`src/rtl/drum_mul_pipe.sv`:
```
`timescale 1ns/1ps
// drum_mul_pipe
//   Pipelined approximate signed multiplier using DRUM dynamic-range
//   truncation. Each operand keeps its K most significant bits, starting at
//   its leading one. The lowest kept bit is forced to 1 to unbias the
//   truncation. Three register stages with valid/ready flow control. The
//   block accepts one operand pair per cycle at full throughput.
//
//   Optional feature macro: DRUM_MUL_EXACT_EN
//     defined   - in_exact=1 forwards full magnitudes and S2 multiplies N x N
//     undefined - in_exact is ignored and only the K x K datapath exists
//
//   Ports
//     clk, rst_n           clock, asynchronous active-low reset
//     in_valid / in_ready  operand handshake (in_ready independent of in_valid)
//     in_a, in_b           signed N-bit operands
//     in_exact             per-transaction exact request
//     out_valid/out_ready  result handshake
//     out_p                signed 2N-bit result, (+/-)(|a*b|_drum >> POST_SHIFT)
//     busy                 any pipeline stage occupied
module drum_mul_pipe #(
   parameter int N          = 16,
   parameter int K          = 5,
   parameter int POST_SHIFT = 8
) (
   input  logic             clk,
   input  logic             rst_n,
   input  logic             in_valid,
   output logic             in_ready,
   input  logic [N-1:0]     in_a,
   input  logic [N-1:0]     in_b,
   input  logic             in_exact,
   output logic             out_valid,
   input  logic             out_ready,
   output logic [2*N-1:0]   out_p,
   output logic             busy
);

   localparam int SHW = $clog2(N) + 1;      // per-operand shift / leading-one index
   localparam int SSW = $clog2(2 * N) + 1;  // summed shift
`ifdef DRUM_MUL_EXACT_EN
   localparam int SW  = N;                  // S1 forwards full magnitudes when exact
`else
   localparam int SW  = K;
`endif
   localparam int PW  = 2 * SW;

   function automatic logic [SHW-1:0] lead_one(input logic [N-1:0] m);
      logic [SHW-1:0] p;
      p = '0;
      for (int unsigned i = 0; i < N; i++)
         if (m[i]) p = SHW'(i);
      return p;
   endfunction

   function automatic logic [SHW-1:0] drum_sh(input logic [SHW-1:0] p);
      return (p < SHW'(K)) ? '0 : p - SHW'(K - 1);
   endfunction

   // Below K significant bits the low K bits are the value itself.
   // Otherwise the window starts at the leading one and gets a forced LSB.
   function automatic logic [K-1:0] drum_sel(input logic [N-1:0] m,
                                             input logic [SHW-1:0] p,
                                             input logic [SHW-1:0] sh);
      logic [N-1:0] t;
      t = m >> sh;
      if (p >= SHW'(K)) t[0] = 1'b1;
      return t[K-1:0];
   endfunction

   // ---------------- stage-1 encoding (combinational) ----------------
   logic [N-1:0]   m_a, m_b;
   logic [SHW-1:0] p_a, p_b, sh_a, sh_b;
   logic [K-1:0]   sel_a, sel_b;

   always_comb begin
      m_a   = in_a[N-1] ? -in_a : in_a;
      m_b   = in_b[N-1] ? -in_b : in_b;
      p_a   = lead_one(m_a);
      p_b   = lead_one(m_b);
      sh_a  = drum_sh(p_a);
      sh_b  = drum_sh(p_b);
      sel_a = drum_sel(m_a, p_a, sh_a);
      sel_b = drum_sel(m_b, p_b, sh_b);
   end

`ifndef DRUM_MUL_EXACT_EN
   logic unused_exact;
   assign unused_exact = in_exact;
`endif

   // ---------------- handshake ----------------
   logic v1, v2, v3;
   logic rdy1, rdy2, rdy3;

   assign rdy3      = !v3 || out_ready;
   assign rdy2      = !v2 || rdy3;
   assign rdy1      = !v1 || rdy2;
   assign in_ready  = rdy1;
   assign out_valid = v3;
   assign busy      = v1 | v2 | v3;

   // ---------------- S1: encoded operands ----------------
   // The exact request is resolved here into sel/sh.
   // In the exact build, a non-exact entry has zero upper sel bits.
   // The shared N x N multiplier then yields the K x K product unchanged.
   logic [SW-1:0]  a1, b1;
   logic [SHW-1:0] sha1, shb1;
   logic           neg1;

   always_ff @(posedge clk or negedge rst_n) begin
      if (!rst_n) begin
         v1   <= 1'b0;
         a1   <= '0;
         b1   <= '0;
         sha1 <= '0;
         shb1 <= '0;
         neg1 <= 1'b0;
      end else if (rdy1) begin
         v1 <= in_valid;
         if (in_valid) begin
`ifdef DRUM_MUL_EXACT_EN
            if (in_exact) begin
               a1   <= m_a;
               b1   <= m_b;
               sha1 <= '0;
               shb1 <= '0;
            end else begin
               a1   <= SW'(sel_a);
               b1   <= SW'(sel_b);
               sha1 <= sh_a;
               shb1 <= sh_b;
            end
`else
            a1   <= sel_a;
            b1   <= sel_b;
            sha1 <= sh_a;
            shb1 <= sh_b;
`endif
            neg1 <= in_a[N-1] ^ in_b[N-1];
         end
      end
   end

   // ---------------- S2: raw product ----------------
   logic [PW-1:0]  prod2;
   logic [SSW-1:0] sh2;
   logic           neg2;

   always_ff @(posedge clk or negedge rst_n) begin
      if (!rst_n) begin
         v2    <= 1'b0;
         prod2 <= '0;
         sh2   <= '0;
         neg2  <= 1'b0;
      end else if (rdy2) begin
         v2 <= v1;
         if (v1) begin
            prod2 <= PW'(a1) * PW'(b1);
            sh2   <= SSW'(sha1) + SSW'(shb1);
            neg2  <= neg1;
         end
      end
   end

   // ---------------- S3: scale, truncate, sign restore ----------------
   logic [2*N-1:0] mag, trunc, res;

   always_comb begin
      mag   = (2 * N)'(prod2) << sh2;
      trunc = mag >> POST_SHIFT;
      res   = neg2 ? -trunc : trunc;   // negating zero yields zero
   end

   always_ff @(posedge clk or negedge rst_n) begin
      if (!rst_n) begin
         v3    <= 1'b0;
         out_p <= '0;
      end else if (rdy3) begin
         v3 <= v2;
         if (v2) out_p <= res;
      end
   end

endmodule

```
`config.mk`:
```
export PLATFORM = sky130hd
export DESIGN_NAME = drum_mul_pipe
export DESIGN_NICKNAME = d
export VERILOG_FILES = /design/src/rtl/drum_mul_pipe.sv
export SDC_FILE = /design/constraint.sdc
export NUM_CORES = 1
export LEC_CHECK = 0
export CAP_MARGIN = 0
export CELL_PAD_IN_SITES_DETAIL_PLACEMENT = 2
export CELL_PAD_IN_SITES_GLOBAL_PLACEMENT = 2
export CORE_MARGIN = 3
export CORE_UTILIZATION = 32
export CTS_CLUSTER_SIZE = 25
export DETAILED_ROUTE_END_ITERATION = 7
export PLACE_DENSITY_LB_ADDON = 0.05
export SYNTH_ARGS = -nofsm -noshare
export SYNTH_HDL_FRONTEND = slang
export SYNTH_SLANG_ARGS = --single-unit
```
`constraint.sdc`:
```
create_clock -name clk -period 3.2 [get_ports clk]
set_input_delay 0.64 -clock clk [delete_from_list [all_inputs] [get_ports clk]]
set_output_delay 0.64 -clock clk [all_outputs]
set_load 0.01 [all_outputs]
```
==> results of run 1 <==
## cell usage after synthesis (21+ instances only)
master / number / area [um^2]
inv_1: 44 / 165.2
mux2i_1: 35 / 350.3
ha_1: 30 / 375.4
a21oi_1: 29 / 145.1
nor2_1: 44 / 165.2
nand2_1: 126 / 473.0
xor2_1: 21 / 183.9
clkbuf_1: 37 / 138.9
and2_1: 21 / 131.4
o21ai_0: 76 / 380.4
dfrtp_1: 73 / 1827
xnor2_1: 33 / 289.0
a21o_1: 23 / 172.7
## through the flow
step / TNS (ns) / hold WS (ns)
6_report: -5.132 / 0.4177
5_1_grt: -8.817 / 0.4998
4_1_cts: -1.353 / 0.4884
3_5_place_dp: -21.07 / 0.4788
3_3_place_gp: -14.22 / 0.4648
2_1_floorplan: -1.368 / 0.3444
## critical path: stages
cell	delay [ns]
buf_6	0.10
inv_2	0.08
ha_4	0.16
or3b_4	0.47
nor4_4	0.44
o21ai_2	0.12
a32oi_2	0.35
o211ai_4	0.15
o22ai_4	0.20
buf_4	0.24
mux2i_1	0.33
mux2i_1	0.14
o31a_1	0.28
o31ai_1	0.08
## flip-flops by register name, summed over array words and instances, names as in the netlist, 5 cells and up
signal	flops
out_p	32
sh2	6
prod2	10
a1	5
b1	5
sha1	5
shb1	5
## final cells by class
class	instances	area share [%]
Clock buffer	9	1.805
Clock inverter	7	0.4814
Inverter	44	1.484
Multi-Input combinational cell	732	53.29
Sequential cell	73	14.68
Tap cell	313	3.139
Timing Repair Buffer	375	25.12
## report_power, final
part	total, mW	switching, mW	leakage [nW]	internal (mW)
Clock	1.02	0.481	0.131	0.540
Combinational	6.51	3.45	4.52	3.07
Sequential	1.63	0.393	0.904	1.24
Total	9.17	4.32	5.55	4.85
## what timing repair did
item,CTS,global route
setup buffers,55,40
resized for setup,197,174
hold endpoints to repair,0,0
hold buffers,0,0
endpoints found under the setup margin,45,42
pin swaps,84,99
cloned,1,0
## per-layer routing
| layer | track usage (%) | share of wire (%) |
|---|---|---|
| met2 | 50.98 | 54 |
| met3 | 2.393 | 2.9 |
| met5 | 0 | 0 |
| met1 | 29.07 | 39 |
| met4 | 8.834 | 4.5 |
## cell families (layout without fill, tap and decap cells)
family                     count (synthesis)  after routing  synth area share, %
DFF                                       73             73                24.33
xor gates and xnor gates                  54             54                6.299
and+or+nand+nor                          314            315                21.16
muxes                                     62             62                9.965
buffers and inverters                     97            435                5.399
AOI/OAI and AO/OA                        261            261                25.18
adders and majority gates                 40             40                7.665
## final timing paths
check	from	endpoint	slack [ns]	depth (start not counted)
worst min register to register	out_p[18]$_DFFE_PN0P_	out_p[18]$_DFFE_PN0P_	0.49	2
worst min-delay path	rst_n	prod2[7]$_DFFE_PN0P_	0.42	1
min in group clk	out_p[18]$_DFFE_PN0P_	out_p[18]$_DFFE_PN0P_	0.49	2
worst max register to register	b1[2]$_DFFE_PN0P_	prod2[9]$_DFFE_PN0P_	-0.35	13
max in group asynchronous	rst_n	sh2[0]$_DFFE_PN0P_	2.02	1
worst max-delay path	in_b[0]	b1[1]$_DFFE_PN0P_	-0.35	14
==> tab_implementation.tex, run 1 <==
\begin{tabular}{lr}
\hline
Metric & Value \\
\hline
\multicolumn{2}{l}{\textbf{Finish}} \\
\quad Antenna diode count & 0 \\
\quad Register area & approximately 1800 um\^{}2 \\
\quad Non-filler instance count after layout & 1553 \\
\quad Final core occ & between 50\% and 60\% \\
\quad Number of fill cells & $\sim$2400 \\
\quad Area growth from synthesis to final layout & 66.14\% \\
\quad Cell area after layout & approximately 12000 um\^{}2 \\
\quad Layout cells sized above 1 & between 40\% and 50\% \\
\quad Most frequent standard cell in the layout excluding fill and tap cells & buf\_4 \\
\quad Final net count & between 1000 and 1500 \\
\quad Footprint of the multi-input gates & roughly 6600 um\^{}2 \\
\quad Most used cells in the layout excluding fill and tap cells & 264 x buf\_4, 114 x nand2\_1, 69 x dfrtp\_1 \\
\multicolumn{2}{l}{\textbf{Timing}} \\
\quad Setup Viol. Count Final & 38 \\
\quad Portion of the clock cycle consumed by the worst path in the final layout & 111.1\% \\
\quad Max Clock Skew & 0.01300 ns \\
\quad Minimum period implied by the final worst setup slack & 3.555 ns \\
\quad Final hold vios & 0 \\
\quad Highest achievable clock rate & 0.2813 GHz \\
\quad Setup repair after global routing missed its margin & yes \\
\quad Tightest Pin Transition & between 1 and 1.5 ns \\
\quad Setup slack of the critical path after layout & -0.3548 ns \\
\quad Relative slew slack & between 20\% and 30\% \\
\quad Number of max-slew violations in the final report & 0 \\
\multicolumn{2}{l}{\textbf{Logic synthesis}} \\
\quad Number of unique standard cell types used by synthesis & 99 \\
\quad Most used flip-flop cell after synthesis & dfrtp\_1 \\
\quad Gate Count Post-Synth & between 900 and 1000 \\
\quad Mean instance size in the synthesized netlist & 8.333 um\^{}2 \\
\quad Flop and latch count out of synthesis & between 70 and 80 \\
\quad Syn Std Cell Area & approximately 7500 um\^{}2 \\
\quad Number of enable flip-flop cells after synthesis & 0 \\
\quad Yosys warning total & 0 \\
\quad Part of the Yosys area used for sequential elements & between 20\% and 30\% \\
\quad Async set-or-reset flop fraction in the synthesized netlist & 100.0\% \\
\quad Synthesized netlist net count & 978 \\
\multicolumn{2}{l}{\textbf{GRT}} \\
\quad Largest net degree at the start of global routing & 74 \\
\quad Antenna violations before repair & 0 \\
\quad Vias in the first global route & around 9700 \\
\quad GRT Util Overall & between 20\% and 30\% \\
\quad Congestion Overflow GR & 0 \\
\quad Global-route wire length before repair & 53970 um \\
\multicolumn{2}{l}{\textbf{Power and ir drop}} \\
\quad Static leakage power & approximately 5.6 nW \\
\quad Overall Power & about 9.2 mW \\
\quad Worst IR Drop VDD & $\sim$0.00038 V \\
\quad Power density relative to cell area & approximately 740 nW/um\^{}2 \\
\multicolumn{2}{l}{\textbf{Setup path}} \\
\quad Capturing element type of the critical path & flop \\
\quad Worst setup path class & in -> reg \\
\quad Crit path launch type & input port \\
\quad Crit Path Max Fanout & 7 \\
\quad Req. time, crit path & 3.45 ns \\
\quad Arr. time, crit path & 3.81 ns \\
\multicolumn{2}{l}{\textbf{Floorplan}} \\
\quad I/O Pins & 72 \\
\quad DIE AREA & about 25000 um\^{}2 \\
\quad DIE WIDTH & 159.2 um \\
\quad Placeable core region & approximately 23000 um\^{}2 \\
\quad Initial cell density of the core & between 30 and 40\% \\
\quad Std cell rows & between 50 and 60 \\
\quad DIE HEIGHT & roughly 160 um \\
\multicolumn{2}{l}{\textbf{Clocking}} \\
\quad Number of buffers created by CTS & 9 \\
\quad Clock-pin slew on the worst setup and hold paths & roughly 0.070 ns \\
\quad Root cell of the clock tree & clkbuf\_16 \\
\quad Buffer levels on the longest clock path & 2 \\
\quad Clock tree from TritonCTS & done \\
\quad Number of H-tree branching levels & 3 \\
\quad Insertion delay to the later sink of the worst-skew pair & about 0.35 ns \\
\quad Number of sinks handled by clock tree synthesis & 73 \\
\multicolumn{2}{l}{\textbf{Drt}} \\
\quad Wire per inst & 28.67 um \\
\quad Vias & between 9000 and 10000 \\
\quad Final Routed Wirelength & roughly 45000 um \\
\quad DRC violation count after routing & 0 \\
\quad Detailed-route vias per instance & 5.860 \\
\quad Number of iterations in the first detailed-routing pass & 4 \\
\quad Antenna-violating nets left & 0 \\
\quad DRC violation total after the first TritonRoute iteration & 474 \\
\multicolumn{2}{l}{\textbf{Place}} \\
\quad Instance count after placement with tap cells included & about 1500 \\
\quad Number of port buffers & 70 \\
\quad Detailed Place HPWL & about 23000 um \\
\quad Post-place instance area & about 10000 um\^{}2 \\
\quad Pre-CTS setup slack & -1.095 ns \\
\quad Global placer's final weighted congestion & 0.8140 \\
\multicolumn{2}{l}{\textbf{Job}} \\
\quad MaxCap Viol Count & 0 \\
\multicolumn{2}{l}{\textbf{Hold path}} \\
\quad Hold crit path type & in -> async \\
\multicolumn{2}{l}{\textbf{Status}} \\
\quad Status & finished with violations \\
\quad Failing checks & setup timing \\
\hline
\end{tabular}
(Power assumes the default switching activity.)
==> run 2: changes to the inputs <==
CORE_UTILIZATION = 30   (was 32)
==> run 2 against run 1 <==
The flow still finishes with violations (setup timing). Sequential share of layout area barely moved. Critical endpoint is now prod2[9]$_DFFE_PN0P_. Global-route usage down 2.0 points. Highest routed layer unchanged. Register-to-register slack improved by 0.03 ns. First-iteration DRC count is 11% lower. Combinational power decreased by 2%.
==> tab_implementation.tex, run 2 (synthesized netlist as in run 1, its figures left out) <==
\begin{tabular}{lr}
\hline
Metric & Value \\
\hline
\multicolumn{2}{l}{\textbf{Status}} \\
\quad Status & finished with violations \\
\quad Failing checks & setup timing \\
\multicolumn{2}{l}{\textbf{Finish}} \\
\quad Non-filler instance count after layout & 1576 (+1.5\%) \\
\quad Most frequent standard cell in the layout excluding fill and tap cells & buf\_4 \\
\quad Antenna diode count & 0 (unchanged) \\
\quad Layout cells sized above 1 & 45.77\% (-0.93 points) \\
\quad Most used cells in the layout excluding fill and tap cells & 267 x buf\_4, 115 x nand2\_1, 69 x dfrtp\_1 \\
\quad Number of fill cells & 2555 (+7.3\%) \\
\quad Area growth from synthesis to final layout & 65.84\% \\
\quad Register name with the most flops & out\_p \\
\quad Final net count & 1324 (+0.91\%) \\
\quad Largest registers ranked by flip-flop count & out\_p (32), prod2 (10), sh2 (6) \\
\quad Flip-flop count of the largest register, all copies and words added & 32 (unchanged) \\
\multicolumn{2}{l}{\textbf{Clocking}} \\
\quad Root cell of the clock tree & clkbuf\_16 \\
\quad Clock tree from TritonCTS & done \\
\quad Number of buffers created by CTS & 9 (unchanged) \\
\quad Buffer levels on the longest clock path & 2 (unchanged) \\
\quad Number of H-tree branching levels & 3 (unchanged) \\
\quad Number of hold-repair buffers added at the cts stage & 0 (unchanged) \\
\quad Insertion delay to the later sink of the worst-skew pair & 0.35 ns (about the same) \\
\quad Number of sinks handled by clock tree synthesis & 73 (unchanged) \\
\quad Clock-pin slew on the worst setup and hold paths & 0.07 ns (about the same) \\
\multicolumn{2}{l}{\textbf{Setup path}} \\
\quad Capturing element type of the critical path & flop \\
\quad Startpoint of the worst-slack reg-to-reg timing path & b1[2]\$\_DFFE\_PN0P\_ \\
\quad Arr. time, crit path & 3.76 ns (-0.05 ns) \\
\quad Crit path launch type & flop \\
\quad First element of the critical path & b1[2]\$\_DFFE\_PN0P\_ \\
\quad Req. time, crit path & 3.43 ns (-0.02 ns) \\
\quad Crit Path Max Fanout & 4 (-3) \\
\quad Worst setup path class & reg -> reg \\
\multicolumn{2}{l}{\textbf{Power and ir drop}} \\
\quad Worst IR Drop VDD & 0.0003709 V (-3.2\%) \\
\quad Power density relative to cell area & 727.6 nW/um\^{}2 (-1.0\%) \\
\quad Static leakage power & 5.602 nW (+0.88\%) \\
\multicolumn{2}{l}{\textbf{GRT}} \\
\quad GRT Util Overall & 23.95\% (-2.0 points) \\
\quad Largest net degree at the start of global routing & 74 (unchanged) \\
\quad Congestion Overflow GR & 0 (unchanged) \\
\quad Global-route wire length before repair & 51870 um (-3.9\%) \\
\quad Vias in the first global route & 9423 (-2.7\%) \\
\quad Antenna violations before repair & 0 (unchanged) \\
\multicolumn{2}{l}{\textbf{Place}} \\
\quad Global placer's final weighted congestion & 0.8418 (+3.4\%) \\
\quad Detailed Place HPWL & 22850 um (+1.3\%) \\
\quad Instance count after placement with tap cells included & 1473 (+1.6\%) \\
\quad Number of port buffers & 70 (unchanged) \\
\multicolumn{2}{l}{\textbf{Drt}} \\
\quad Antenna-violating nets left & 0 (unchanged) \\
\quad Wire per inst & 22.71 um (-21\%) \\
\quad Number of iterations in the first detailed-routing pass & 4 (unchanged) \\
\quad Detailed-route vias per instance & 5.395 (-7.9\%) \\
\quad Vias & 8503 (-6.6\%) \\
\quad DRC violation total after the first TritonRoute iteration & 420 (-11\%) \\
\quad DRC violation count after routing & 0 (unchanged) \\
\quad Final Routed Wirelength & 35790 um (-20\%) \\
\multicolumn{2}{l}{\textbf{Timing}} \\
\quad Setup Viol. Count Final & 22 (-42\%) \\
\quad Minimum period implied by the final worst setup slack & 3.528 ns (-0.02719 ns) \\
\quad Relative slew slack & 27.97\% (+1.6 points) \\
\quad Highest achievable clock rate & 0.2835 GHz (+0.77\%) \\
\quad Tightest Pin Transition & 1.080 ns (-0.02469 ns) \\
\quad Worst slack on hold paths & 0.4168 ns (-0.0008980 ns) \\
\quad Portion of the clock cycle consumed by the worst path in the final layout & 110.2\% (-0.85 points) \\
\quad Setup slack of the critical path after layout & -0.3276 ns (+0.02719 ns) \\
\quad Number of max-slew violations in the final report & 0 (unchanged) \\
\quad Setup repair after global routing missed its margin & yes \\
\quad Final hold vios & 0 (unchanged) \\
\quad Max Clock Skew & 0.01092 ns (-0.002083 ns) \\
\multicolumn{2}{l}{\textbf{Floorplan}} \\
\quad Std cell rows & 57 (+3.6\%) \\
\quad DIE HEIGHT & 164.2 um (+3.2\%) \\
\quad Placeable core region & 24460 um\^{}2 (+7.1\%) \\
\quad DIE WIDTH & 164.2 um (+3.2\%) \\
\quad I/O Pins & 72 (unchanged) \\
\quad DIE AREA & 26960 um\^{}2 (+6.4\%) \\
\quad Initial cell density of the core & 30.69\% (-2.2 points) \\
\multicolumn{2}{l}{\textbf{Job}} \\
\quad MaxCap Viol Count & 0 (unchanged) \\
\multicolumn{2}{l}{\textbf{Hold path}} \\
\quad Hold crit path type & in -> async \\
\hline
\end{tabular}
run 2: cell count changes in the layout (fill, tap and decap cells not counted), moves of 3 or more:
cell     before  now
nor2_1       35   40
buf_12        1    5
buf_6        42   46
o21ai_1      22   26
o21ai_4       8    4
buf_4       264  267
nand2_4       1    4
nor2_2        4    1
run 2: layout make-up:
class	count	area, um^2	share of cell area (%)
clock buffers	9	225.2	1.809
repair buffers	387	3287	26.40
clock inverters	7	83.83	0.6732
inverters	44	185.2	1.487
well taps	324	405.4	3.256
multi-input cells	732	6434	51.67
flip-flops and latches	73	1832	14.71
run 2: through the flow:
step	setup TNS [ns]	cell area, um^2	utilization [%]	total power, mW	setup slack (ns)
global placement	-14.26	10310	42.13	6.096	-0.9034
finish	-2.382	12450	50.90	9.061	-0.3276
CTS	-1.115	11700	47.82	8.145	-0.2622
global route	-6.025	12450	50.90	9.656	-0.4992
floorplan	-1.368	7727	-	4.128	-0.2909
detailed placement	-21.91	10310	42.13	6.351	-1.067
run 2: final timing paths:
check                      cells past startpoint  slack (ns)               endpoint
setup / recovery                              13       -0.33   prod2[9]$_DFFE_PN0P_
hold / removal                                 1        0.42   prod2[5]$_DFFE_PN0P_
setup reg to reg                              13       -0.33   prod2[9]$_DFFE_PN0P_
hold reg to reg                                2        0.49  out_p[17]$_DFFE_PN0P_
max in group asynchronous                      1        2.05      b1[4]$_DFFE_PN0P_
min in group clk                               2        0.49  out_p[17]$_DFFE_PN0P_
run 2: critical path, cell delays in order, from the launching register on:
cell	delay (ns)
dfrtp_2	0.43
nand2_2	0.08
fa_1	0.57
fa_1	0.46
fa_1	0.53
inv_2	0.06
ha_4	0.22
a21o_1	0.21
a21o_1	0.20
a21oi_2	0.15
o21bai_1	0.10
a21oi_2	0.14
xor2_1	0.19
o21ai_1	0.09
run 2: repair_timing:
action | CTS | global route
resized for setup | 218 | 124
setup endpoints to repair | 47 | 38
cloned | 2 | 0
pin swaps | 102 | 83
endpoints found under the hold margin | 0 | 0
setup buffers | 59 | 32
run 2: per-layer routing:
layer	part of all wire, %	up-vias	global-route usage [%]
li1	-	3961	-
met1	40	4369	27.97
met2	57	123	47.05
met4	1.9	0	5.652
met3	1.4	50	1.614
met5	0	-	0
run 2: power by group:
group	internal (mW)	leakage, nW	switching (mW)
sequential	1.24	0.904	0.366
combinational	3.24	4.55	3.13
clock	0.620	0.149	0.465
total	5.10	5.60	3.96
